File: src/rtl/obf_key_loader_if.sv
// rtl/obf_key_loader_if.sv - serial key load handshake and committed key bus
interface obf_key_loader_if #(
  parameter int KEY_WIDTH = 12
);
  logic                 key_load_start;
  logic                 key_sin;
  logic                 key_sin_valid;
  logic [KEY_WIDTH-1:0] key_out;
  logic                 key_valid;
  logic                 key_busy;
  logic                 key_err;

  // Tester / key-ROM side: drives the serial stream, observes the key bus.
  modport master (
    output key_load_start,
    output key_sin,
    output key_sin_valid,
    input  key_out,
    input  key_valid,
    input  key_busy,
    input  key_err
  );

  // Loader side: consumes the serial stream, owns the key bus.
  modport slave (
    input  key_load_start,
    input  key_sin,
    input  key_sin_valid,
    output key_out,
    output key_valid,
    output key_busy,
    output key_err
  );
endinterface

File: src/rtl/obf_key_loader.sv
// rtl/obf_key_loader.sv - serial unlock key loader with even-parity check for the obfuscated c432
module obf_key_loader #(
  parameter int                   KEY_WIDTH   = 12,
  parameter logic [KEY_WIDTH-1:0] DEFAULT_KEY = '0,
  parameter int                   TIMEOUT     = 64,
  parameter bit                   LOCK_ONCE   = 1'b1
) (
  input  logic              clk,
  input  logic              rst_n,
  obf_key_loader_if.slave   bus
);

  localparam int CNT_W = $clog2(KEY_WIDTH + 1);
  localparam int TMO_W = $clog2(TIMEOUT + 1);

  typedef enum logic [2:0] {
    S_IDLE   = 3'd0,
    S_SHIFT  = 3'd1,
    S_PARITY = 3'd2,
    S_COMMIT = 3'd3,
    S_LOCKED = 3'd4
  } state_t;

  state_t               state_q;
  logic [KEY_WIDTH-1:0] shift_q;
  logic [KEY_WIDTH-1:0] shift_d;
  logic [CNT_W-1:0]     bit_cnt_q;
  logic [CNT_W-1:0]     bit_cnt_d;
  logic [TMO_W-1:0]     tmo_cnt_q;
  logic [TMO_W-1:0]     tmo_cnt_d;
  logic                 parity_q;
  logic [KEY_WIDTH-1:0] key_out_q;
  logic                 key_valid_q;
  logic                 key_busy_q;
  logic                 key_err_q;

  logic                 restart;
  logic                 last_bit;
  logic                 tmo_hit;
  logic                 parity_ok;

  // Next values of the shift register and the two saturating counters.
  always_comb begin
    shift_d = shift_q;
    for (int i = 0; i < KEY_WIDTH; i++) begin
      if (bit_cnt_q == CNT_W'(i)) begin
        shift_d[i] = bus.key_sin;
      end
    end
    bit_cnt_d = (bit_cnt_q == CNT_W'(KEY_WIDTH)) ? bit_cnt_q : bit_cnt_q + CNT_W'(1);
    tmo_cnt_d = (tmo_cnt_q == TMO_W'(TIMEOUT))   ? tmo_cnt_q : tmo_cnt_q + TMO_W'(1);
  end

  // A start pulse is honoured everywhere except LOCKED; mid-load it discards
  // the partial key. Even parity: data bits XOR parity bit must be zero.
  assign restart   = bus.key_load_start && (state_q != S_LOCKED);
  assign last_bit  = (bit_cnt_q == CNT_W'(KEY_WIDTH - 1));
  assign tmo_hit   = (tmo_cnt_d == TMO_W'(TIMEOUT));
  assign parity_ok = ~(^shift_q ^ parity_q);

  // Load sequencer; key_out is a separate register touched only by a passing commit.
  always_ff @(posedge clk or negedge rst_n) begin
    if (!rst_n) begin
      state_q     <= S_IDLE;
      shift_q     <= '0;
      bit_cnt_q   <= '0;
      tmo_cnt_q   <= '0;
      parity_q    <= 1'b0;
      key_out_q   <= DEFAULT_KEY;
      key_valid_q <= 1'b0;
      key_busy_q  <= 1'b0;
      key_err_q   <= 1'b0;
    end else if (restart) begin
      state_q    <= S_SHIFT;
      bit_cnt_q  <= '0;
      tmo_cnt_q  <= '0;
      key_err_q  <= 1'b0;
      key_busy_q <= 1'b1;
    end else begin
      case (state_q)
        S_IDLE: begin
          key_busy_q <= 1'b0;
        end

        S_SHIFT, S_PARITY: begin
          if (bus.key_sin_valid) begin
            tmo_cnt_q <= '0;
            if (state_q == S_SHIFT) begin
              shift_q   <= shift_d;
              bit_cnt_q <= bit_cnt_d;
              if (last_bit) begin
                state_q <= S_PARITY;
              end
            end else begin
              parity_q <= bus.key_sin;
              state_q  <= S_COMMIT;
            end
          end else begin
            tmo_cnt_q <= tmo_cnt_d;
            if (tmo_hit) begin
              state_q    <= S_IDLE;
              key_busy_q <= 1'b0;
              key_err_q  <= 1'b1;
            end
          end
        end

        S_COMMIT: begin
          key_busy_q <= 1'b0;
          if (parity_ok) begin
            key_out_q   <= shift_q;
            key_valid_q <= 1'b1;
            state_q     <= LOCK_ONCE ? S_LOCKED : S_IDLE;
          end else begin
            key_err_q <= 1'b1;
            state_q   <= S_IDLE;
          end
        end

        S_LOCKED: begin
          key_busy_q <= 1'b0;
        end

        default: begin
          state_q    <= S_IDLE;
          key_busy_q <= 1'b0;
        end
      endcase
    end
  end

  assign bus.key_out   = key_out_q;
  assign bus.key_valid = key_valid_q;
  assign bus.key_busy  = key_busy_q;
  assign bus.key_err   = key_err_q;

endmodule
File: src/flat_wrapper.sv
// flat-port wrapper written by rule: the top's interface ports become plain ports
module obf_key_loader_flat 
#(
  parameter int                   KEY_WIDTH   = 12,
  parameter logic [KEY_WIDTH-1:0] DEFAULT_KEY = '0,
  parameter int                   TIMEOUT     = 64,
  parameter bit                   LOCK_ONCE   = 1'b1
)
  (clk, rst_n, bus_key_load_start, bus_key_sin, bus_key_sin_valid, bus_key_out, bus_key_valid, bus_key_busy, bus_key_err);
  obf_key_loader_if #(.KEY_WIDTH(KEY_WIDTH)) bus_i ();
  input  logic clk;
  input  logic rst_n;
  input wire logic [$bits(bus_i.key_load_start)-1:0] bus_key_load_start;
  input wire logic [$bits(bus_i.key_sin)-1:0] bus_key_sin;
  input wire logic [$bits(bus_i.key_sin_valid)-1:0] bus_key_sin_valid;
  output wire logic [$bits(bus_i.key_out)-1:0] bus_key_out;
  output wire logic [$bits(bus_i.key_valid)-1:0] bus_key_valid;
  output wire logic [$bits(bus_i.key_busy)-1:0] bus_key_busy;
  output wire logic [$bits(bus_i.key_err)-1:0] bus_key_err;
  assign bus_i.key_load_start = bus_key_load_start;
  assign bus_i.key_sin = bus_key_sin;
  assign bus_i.key_sin_valid = bus_key_sin_valid;
  assign bus_key_out = bus_i.key_out;
  assign bus_key_valid = bus_i.key_valid;
  assign bus_key_busy = bus_i.key_busy;
  assign bus_key_err = bus_i.key_err;
  obf_key_loader #(.KEY_WIDTH(KEY_WIDTH), .DEFAULT_KEY(DEFAULT_KEY), .TIMEOUT(TIMEOUT), .LOCK_ONCE(LOCK_ONCE)) u_core (.clk(clk), .rst_n(rst_n), .bus(bus_i));
endmodule
File: config.mk
export PLATFORM = sky130hd
export DESIGN_NAME = obf_key_loader_flat
export DESIGN_NICKNAME = d
export VERILOG_FILES = /design/src/rtl/obf_key_loader_if.sv /design/src/rtl/obf_key_loader.sv /design/src/flat_wrapper.sv
export SDC_FILE = /design/constraint.sdc
export NUM_CORES = 1
export LEC_CHECK = 0
export ABC_AREA = 1
export CAP_MARGIN = 15
export CELL_PAD_IN_SITES_DETAIL_PLACEMENT = 1
export CELL_PAD_IN_SITES_GLOBAL_PLACEMENT = 2
export CORE_ASPECT_RATIO = 0.8
export CORE_MARGIN = 10
export CORE_UTILIZATION = 30
export CTS_CLUSTER_DIAMETER = 30
export DETAILED_ROUTE_END_ITERATION = 12
export HOLD_SLACK_MARGIN = 0.08
export PLACE_DENSITY_LB_ADDON = 0.1
export SYNTH_ARGS = -nofsm -noshare
export SYNTH_HDL_FRONTEND = slang
export SYNTH_SLANG_ARGS = --single-unit
File: constraint.sdc
create_clock -name clk -period 1.79 [get_ports clk]
set_input_delay 0.4475 -clock clk [delete_from_list [all_inputs] [get_ports clk]]
set_output_delay 0.4475 -clock clk [all_outputs]
set_load 0.005 [all_outputs]
# Word level (Yosys, flattened, before mapping)
# Cells that the tools add are included.
# totals
ff_bits	42
inputBits	5
out_inout_bits	15
word_cells	105
# classes
add_sub_neg	2
n_eq_ne	26
muxes	25
bitwise_logic	4
reduce_logical	28
# op_table
operator	count
$reduce_and 5->1	12
$mux 7	4
$eq 4x4->1 const B	5
$mux 4	5
$mux 3	6
$eq 4x3->1 const B	4
$eq 7x7->1 const B	2
$reduce_and 4->1	3
$reduce_xor 12->1	1
$pmux 3 s3	1
$eq 4x2->1 const B	2
$mux 1	8
$add 7x1->7 const B	1
$eq 3x2->1 const B	2
$ne 3x1->1 const B	2
$reduce_and 3->1	2
$reduce_bool 2->1	3
$ne 5x3->1 const B	1
$add 4x1->4 const B	1
$eq 4x1->1 const B	1
$logic_not 4->1	1
$ne 2x1->1 const B	2
$ne 4x2->1 const B	1
$reduce_or 2->1	2
other kinds (11)	13

# Longest topological paths before layout
# Gate-level depths: netlist of run 1.
# logic_depth
depth_word	7
mapped_depth	13
ltp_nobuf	13

# Least setup slack after synthesis of run 1
# OpenSTA, ideal clock, no wires.
# synth_path
path_kind	reg-to-reg
start	reg u_core.tmo_cnt_q[0]
end	reg u_core.key_err_q (netlist: u_core.bus.key_err)
setup_ns	0.117
arrival_time_ns	1.395
slack_ns	0.278
path_stages_with_launch	14
n_path_buf	0
cell_sequence	dfrtp_1 inv_1 ha_1 nand2_1 inv_1 nand3_1 nand2_1 inv_1 nor2_1 nand3_1 nand2_1 nand3_1 nand2_1 nand2_1
# synth_via
elab_chain_len	5
word_cells_on_any_way	6
cone_classes	add/sub (1); eq/ne (3); mux (1); reduce/logical (1)
# synth_rtl
item	line	source
start: declaration	obf_key_loader.sv:29	logic [TMO_W-1:0] tmo_cnt_q;
start signal: assignment	obf_key_loader.sv:99	tmo_cnt_q <= tmo_cnt_d;
$add 7x1->7 / $eq 7x7->1 (equally long branches)	obf_key_loader.sv:51	tmo_cnt_d = (tmo_cnt_q == TMO_W'(TIMEOUT)) ? tmo_cnt_q : tmo_cnt_q + TMO_W'(1);
$mux 7 (*)	obf_key_loader.sv:51	
$eq 7x7->1 (*)	obf_key_loader.sv:58	assign tmo_hit = (tmo_cnt_d == TMO_W'(TIMEOUT));
$ne 3x1->1 (no source line) (*)	--	
$reduce_and 4->1 (no source line) (*)	--	
end signal: assignment	obf_key_loader.sv:72	key_err_q <= 1'b0;
end signal: assignment	obf_key_loader.sv:77	key_err_q <= 1'b0;
end signal: assignment	obf_key_loader.sv:103	key_err_q <= 1'b1;
end: declaration	obf_key_loader.sv:35	logic key_err_q;
# Mark *: on every way between the ends. The rest lies on a longest branch, timed or not.
# A chain may end at the register's enable or synchronous reset.

# Worst setup path in the final report of run 1
# layout_path
start	reg u_core.tmo_cnt_q[1]
end	reg u_core.key_err_q (netlist: u_core.bus.key_err)
# The elaborated chain is that of the path after synthesis.

==> out/results.md, run 1 <==
| Metric | This run |
| --- | --- |
| Total negative setup slack | 0 ns |
| Clock buffers created by TritonCTS | 5 |
| Worst-margin pin slew | 0.449 ns |
| Result of the run | finished clean |
| Syn Std Cell Area | 2360 sq um |
| Setup slack of the critical path after layout | 0.0826 ns |
| Maxcap violations | 0 |
| Number of top-level design ports | 20 |
| Final Hold Slack | 0.470 ns |
| Number of fillers in the final layout | 922 |
| Critical-path maximum fanout | 3 |
| Cell types with the largest area share after synthesis | sky130_fd_sc_hd__dfrtp_1 45%, sky130_fd_sc_hd__nand2_1 17%, sky130_fd_sc_hd__nand3_1 5.3% |
| Reg2reg setup slack | 0.08 ns |
| Global route overflow | 0 |
| Number of endpoints with negative hold slack in the final report | 0 |
| Yosys warnings | 0 |
| Syn Inst Count | 306 |
| Chip height | 99.3 um |
| Post-Route Skew | 0.0104 ns |
| DR vias/cell | 4.44 |
| Syn avg cell area | 7.72 sq um |
| Min Tclk post-route | 1.71 ns |
| Diode count | 0 |
| Number of detailed-route iterations in the first pass | 4 |
| Sequential-to-total area share from yosys stat | 44.5% |
| Final routed DRC violation total | 0 |
| Path class of the lowest-slack min-delay path | flip-flop to flip-flop |
| Initial core utilization | 31.3% |
| Fraction of post-synthesis cell area in the top cell type by area | 44.5% |
| Layout cell share with drive strength beyond 1 | 23.1% |
| DP Worst Slack | -0.0769 ns |
| Worst setup path class | flip-flop to flip-flop |
| Die span in x | 119 um |
| Vias after detailed routing | 2,008 |
| Static leakage | 1.42 nW |
| Clock Root Buffer | sky130_fd_sc_hd__clkbuf_8 |
| Count of antenna-violating nets left after detailed routing | 0 |
| Count of unique library cells instantiated by Yosys | 29 |
| Power per Cell Area | 559 nW/um^2 |
| Leading cell type in the layout, fill and taps excluded | sky130_fd_sc_hd__nand2_1 |
| Syn nets | 317 |
| Crit path required time | 1.98 ns |
| Highest clock rate | 586 MHz |
| Maximum number of pins on one net before global-route repair | 30 |
| Number of pins with negative max-slew slack in the final report | 0 |
| Relative area change from synthesis to final layout | 26.8% |
| Largest area contributor in the synthesized netlist | sky130_fd_sc_hd__dfrtp_1 |
| Worst-skew pair later-pin latency | 0.30 ns |
| Number of antenna violations at the first check in global routing | 0 |
| CTS clk-pin slew, worst paths | 0.09 ns |
| Number of sinks handled by clock tree synthesis | 42 |
| Final Power | 1.67 mW |
| Worst slew margin relative to its limit | 69.8% |
| Wire length of the first global-routing pass | 10,200 um |
| Peak ir drop on the vdd network | 245 uV |
| Final worst-path cycle share | 95.4% |
| Die footprint | 11,800 sq um |
| Final estimated routing congestion in global placement | 0.795 |
| Worst setup EP type | flip-flop |
| Total number of placement rows | 28 |
| Core Area | 7530 sq um |
| DR iter-0 viols | 45 |
| Via count of the first global-routing pass | 2,089 |
| Leading cell types in the layout, fill and taps excluded | 100 x sky130_fd_sc_hd__nand2_1, 40 x sky130_fd_sc_hd__dfrtp_1, 30 x sky130_fd_sc_hd__inv_1 |
| Bufs on Longest Clock Path | 2 |
| # port buffers | 19 |
| Endpoint arrival time on the critical path | 1.90 ns |
| Number of register bits inferred by synthesis | 42 |
| Endpoints failing setup | 0 |
| Post-route core utilization | 39.7% |
| Clock tree from TritonCTS | built |
| HPWL after DPL | 4640 um |
| Crit path launch type | flip-flop |
| Routed WL per cell | 13.2 um |
| H-tree depth | 2 |
| Final-stage net count | 357 |
| Total wirelength of the detailed-routed design | 5980 um |
| Overall routing resource usage | 10.4% |
==> synthesized netlist by cell type, drive strengths merged <==
cell / count
a211oi: 1
dfrtp: 42
buf: 5
o21ai: 34
xnor2: 1
xor2: 3
nor3: 3
nor2: 17
nor3b: 1
nand4: 5
o22ai: 4
o31ai: 1
a21oi: 1
inv: 42
ha: 6
nand3: 29
clkbuf: 1
nand2: 110
==> per-stage QoR <==
stage | instances | cell area (sq um)
floorplan | 306 | 2360
global placement | 441 | 2790
detailed placement | 441 | 2790
CTS | 450 | 2900
global route | 452 | 2990
finish | 452 | 2990
==> final cells by class <==
cell class	instances	area, sq um	share of cell area, %
sequential	42	1050	35.2
clock inverter	2	12.5	0.418
timing repair buffer	39	375	12.5
tap	105	131	4.39
multi-input combinational	216	1180	39.4
inverter	42	158	5.27
clock buffer	6	82.6	2.76
==> sequential cells by signal, indices dropped and copies added (netlist names) <==
name	flops
u_core.bus.key_valid	1
u_core.shift_q	12
u_core.tmo_cnt_q	7
u_core.bus.key_busy	1
u_core.bus.key_err	1
u_core.parity_q	1
u_core.bit_cnt_q	4
u_core.bus.key_out	12
u_core.state_q	3
==> critical path, stage by stage, from the launching register on <==
cell	delay (ns)
sky130_fd_sc_hd__dfrtp_2	0.45
sky130_fd_sc_hd__inv_2	0.09
sky130_fd_sc_hd__ha_4	0.12
sky130_fd_sc_hd__nand2_1	0.05
sky130_fd_sc_hd__inv_2	0.08
sky130_fd_sc_hd__nand3_4	0.09
sky130_fd_sc_hd__nand2_2	0.08
sky130_fd_sc_hd__nand2_2	0.05
sky130_fd_sc_hd__nor2_1	0.14
sky130_fd_sc_hd__nand3_2	0.14
sky130_fd_sc_hd__nand2_4	0.12
sky130_fd_sc_hd__nand3_2	0.07
sky130_fd_sc_hd__nand2_1	0.08
sky130_fd_sc_hd__nand2_1	0.05
==> final timing paths <==
| kind | start | end | cells past startpoint |
|---|---|---|---|
| max reg2reg | u_core.tmo_cnt_q[1] | u_core.bus.key_err | 13 |
| min | u_core.bus.key_valid | u_core.bus.key_valid | 2 |
| max in group asynchronous | rst_n | u_core.shift_q[9] | 3 |
| min in group asynchronous | rst_n | u_core.tmo_cnt_q[6] | 2 |
| max | u_core.tmo_cnt_q[1] | u_core.bus.key_err | 13 |
| min reg2reg | u_core.bus.key_valid | u_core.bus.key_valid | 2 |
==> power breakdown <==
group | internal, mW | total [mW] | switching [mW]
Sequential | 0.950 | 0.952 | 0.00135
Combinational | 0.0198 | 0.0556 | 0.0358
Clock | 0.311 | 0.665 | 0.354
Total | 1.28 | 1.67 | 0.391
==> timing repair <==
| action | 4_1_cts | 5_1_grt |
|---|---|---|
| setup endpoints to repair | 0 | 4 |
| hold endpoints to repair | 13 | 0 |
| setup buffers | 0 | 2 |
| hold buffers | 1 | 0 |
| resized for setup | 0 | 24 |
==> cells by family after synthesis <==
group / synth area share (%)
AOI/OAI and AO/OA: 10.7
xor gates and xnor gates: 1.48
buffers and inverters: 8.90
adders and majority gates: 3.18
and+or+nand+nor: 31.2
DFF: 44.5
==> routing by layer <==
layer,share of wire [%],track usage [%]
met5,0,0
met1,52,13.8
met4,1.0,3.09
met3,2.8,2.54
met2,44,16.3
(Power assumes the default switching activity.)
==> inputs of run 2 (changes only) <==
SETUP_SLACK_MARGIN = 0.5   (was not set)
==> run 2 against run 1 <==
  * Design area increased by 28%
  * Via count is 15% higher
  * Combinational power up 12%
  * Fmax is 3.0% higher
  * Sequential power is essentially flat
  * Critical path depth did not move
  * Worst hold slack worse by 0.38 ns
  * Critical endpoint unchanged
  * Largest power group unchanged
==> out/results.md, run 2 (same netlist as run 1, synthesis figures left out) <==
| Metric | This run | Change |
| --- | --- | --- |
| Maximum number of pins on one net before global-route repair | 43 | was 30 |
| Total negative setup slack | 0 ns | unchanged |
| Critical-path maximum fanout | 3 | unchanged |
| Endpoint arrival time on the critical path | 1.86 ns | was 1.90 ns |
| Setup slack of the critical path after layout | 0.133 ns | was 0.0826 ns |
| Number of endpoints with negative hold slack in the final report | 0 | unchanged |
| DR vias/cell | 4.62 | was 4.44 |
| DR iter-0 viols | 47 | was 45 |
| Number of pins with negative max-slew slack in the final report | 0 | unchanged |
| HPWL after DPL | 4660 um | was 4640 um |
| Clock buffers created by TritonCTS | 5 | unchanged |
| Final Hold Slack | 0.0943 ns | was 0.470 ns |
| Final estimated routing congestion in global placement | 0.743 | was 0.795 |
| Post-placement cell count | 436 | was 441 |
| Number of antenna violations at the first check in global routing | 0 | unchanged |
| Crit path launch type | flip-flop | unchanged |
| Path class of the lowest-slack min-delay path | input pin to asynchronous set/reset pin | was flip-flop to flip-flop |
| R2R Path End | u_core.bus.key_err | unchanged |
| Min Tclk post-route | 1.66 ns | was 1.71 ns |
| Unrepaired setup endpoints after global routing | true |  |
| CTS clk-pin slew, worst paths | 0.09 ns | about the same |
| Final std cells w/o fill | 499 | was 452 |
| Total wirelength of the detailed-routed design | 7490 um | was 5980 um |
| Global route overflow | 0 | unchanged |
| Die span in x | 119 um | unchanged |
| Highest clock rate | 604 MHz | was 586 MHz |
| Wire length of the first global-routing pass | 11,900 um | was 10,200 um |
| Start of the worst register-to-register path | u_core.tmo_cnt_q[1] | unchanged |
| Final routed DRC violation total | 0 | unchanged |
| Reg2reg setup slack | 0.13 ns | was 0.08 ns |
| Total number of placement rows | 28 | unchanged |
| Chip height | 99.3 um | unchanged |
| Number of sinks handled by clock tree synthesis | 42 | unchanged |
| Final-stage net count | 404 | was 357 |
| Power per Cell Area | 464 nW/um^2 | was 559 nW/um^2 |
| # port buffers | 19 | unchanged |
| Initial core utilization | 31.3% | unchanged |
| Result of the run | finished clean | unchanged |
| Leading cell types in the layout, fill and taps excluded | 54 x sky130_fd_sc_hd__nand2_1, 48 x sky130_fd_sc_hd__buf_4, 41 x sky130_fd_sc_hd__nand2_2 | was 100 x sky130_fd_sc_hd__nand2_1, 40 x sky130_fd_sc_hd__dfrtp_1, 30 x sky130_fd_sc_hd__inv_1 |
| DP Worst Slack | -0.0402 ns | was -0.0769 ns |
| Overall routing resource usage | 12.1% | was 10.4% |
| Worst setup path class | flip-flop to flip-flop | unchanged |
| Crit path required time | 2.00 ns | was 1.98 ns |
| Placement-stage cell area | 2830 sq um | was 2790 sq um |
| Relative area change from synthesis to final layout | 62.3% | was 26.8% |
| Number of top-level design ports | 20 | unchanged |
| Final worst-path cycle share | 92.6% | was 95.4% |
| Post-Route Skew | 0.00802 ns | was 0.0104 ns |
| H-tree depth | 2 | unchanged |
| Worst reg-to-reg path cell count | 13 | unchanged |
| Count of antenna-violating nets left after detailed routing | 0 | unchanged |
| Number of detailed-route iterations in the first pass | 3 | was 4 |
| Worst slew margin relative to its limit | 62.3% | was 69.8% |
| Routed WL per cell | 15.0 um | was 13.2 um |
| Core Area | 7530 sq um | unchanged |
| Layout cell share with drive strength beyond 1 | 61.2% | was 23.1% |
| Vias after detailed routing | 2,306 | was 2,008 |
| Worst-skew pair later-pin latency | 0.31 ns | was 0.30 ns |
| Leading cell type in the layout, fill and taps excluded | sky130_fd_sc_hd__nand2_1 | unchanged |
| Worst setup EP type | flip-flop | unchanged |
| Bufs on Longest Clock Path | 2 | unchanged |
| Static leakage | 1.78 nW | was 1.42 nW |
| Design area | 3830 sq um | was 2990 sq um |
| Die footprint | 11,800 sq um | unchanged |
| Maxcap violations | 0 | unchanged |
| Diode count | 0 | unchanged |
| Worst-margin pin slew | 0.564 ns | was 0.449 ns |
| Clock Root Buffer | sky130_fd_sc_hd__clkbuf_8 | unchanged |
| Endpoints failing setup | 0 | unchanged |
| Peak ir drop on the vdd network | 252 uV | was 245 uV |
| Via count of the first global-routing pass | 2,345 | was 2,089 |
| Clock tree from TritonCTS | built | unchanged |
## run 2: changes by cell type in the layout (fill, tap and decap cells not counted), moves of 15 or more
cell and change:
sky130_fd_sc_hd__nand2_2 +32, sky130_fd_sc_hd__buf_4 +32, sky130_fd_sc_hd__nand2_1 -46, sky130_fd_sc_hd__o21ai_0 -18, sky130_fd_sc_hd__nand3_1 -16, sky130_fd_sc_hd__clkdlybuf4s50_1 -17
sky130_fd_sc_hd__buf_2 +15
## run 2: worst max-delay path, stage by stage, from the launching register on
cell and delay, ns:
sky130_fd_sc_hd__dfrtp_2 0.45, sky130_fd_sc_hd__inv_2 0.10, sky130_fd_sc_hd__ha_4 0.13, sky130_fd_sc_hd__nand2_2 0.04, sky130_fd_sc_hd__inv_2 0.08, sky130_fd_sc_hd__nand3_4 0.10, sky130_fd_sc_hd__nand2_1 0.09, sky130_fd_sc_hd__nand2_2 0.07
sky130_fd_sc_hd__nor2_2 0.10, sky130_fd_sc_hd__nand3_2 0.11, sky130_fd_sc_hd__nand2_2 0.11, sky130_fd_sc_hd__nand3_1 0.07, sky130_fd_sc_hd__nand2_1 0.06, sky130_fd_sc_hd__nand2_1 0.04
## run 2: area by class of cell
cell class / count / area [sq um]
fillers: 884 / 3700
multi-input cells: 216 / 1610
flip-flops and latches: 42 / 1060
repair buffers: 85 / 741
inverters: 42 / 170
well taps: 105 / 131
clock buffers: 8 / 110
repair inverters: 1 / 11.3
## run 2: routing by layer
layer  part of all wire (%)  wire [um]  track usage (%)
met1                     50       3710             16.7
met2                     47       3550             19.0
met3                    2.6        192             2.32
met4                   0.48         36             2.53
met5                      0          0                0
## run 2: power breakdown
group          total, mW  internal, mW  switching (mW)  leakage, nW
clock network      0.765         0.391           0.374       0.0575
registers          0.952         0.950         0.00169        0.537
logic             0.0620        0.0207          0.0413         1.18
## run 2: worst max-delay path by stage
| stage | startpoint | endpoint | slack, ns | cells after the start |
|---|---|---|---|---|
| floorplan | u_core.tmo_cnt_q[0] | u_core.bus.key_err | 0.32 | 13 |
| finish | u_core.tmo_cnt_q[1] | u_core.bus.key_err | 0.13 | 13 |
| global route | u_core.tmo_cnt_q[1] | u_core.state_q[1] | -0.005 | 13 |
| global placement | bus_key_load_start | u_core.bus.key_out[5] | -0.007 | 7 |
| CTS | u_core.tmo_cnt_q[1] | u_core.state_q[1] | 0.16 | 13 |
| detailed placement | bus_key_load_start | u_core.shift_q[5] | -0.04 | 7 |
## run 2: what timing repair did
item / in CTS / in global routing
hold buffers: 0 / 0
gates resized for setup: 139 / 77
setup endpoints to repair: 57 / 55
cloned: 2 / 2
buffers inserted: 33 / 18
pin swaps: 21 / 25
## run 2: through the flow
step           power [mW]  utilization, %
2_1_floorplan       0.985               -
3_3_place_gp         1.03            37.5
3_5_place_dp         1.03            37.5
4_1_cts              1.79            45.2
5_1_grt              1.85            50.9
6_report             1.78            50.9
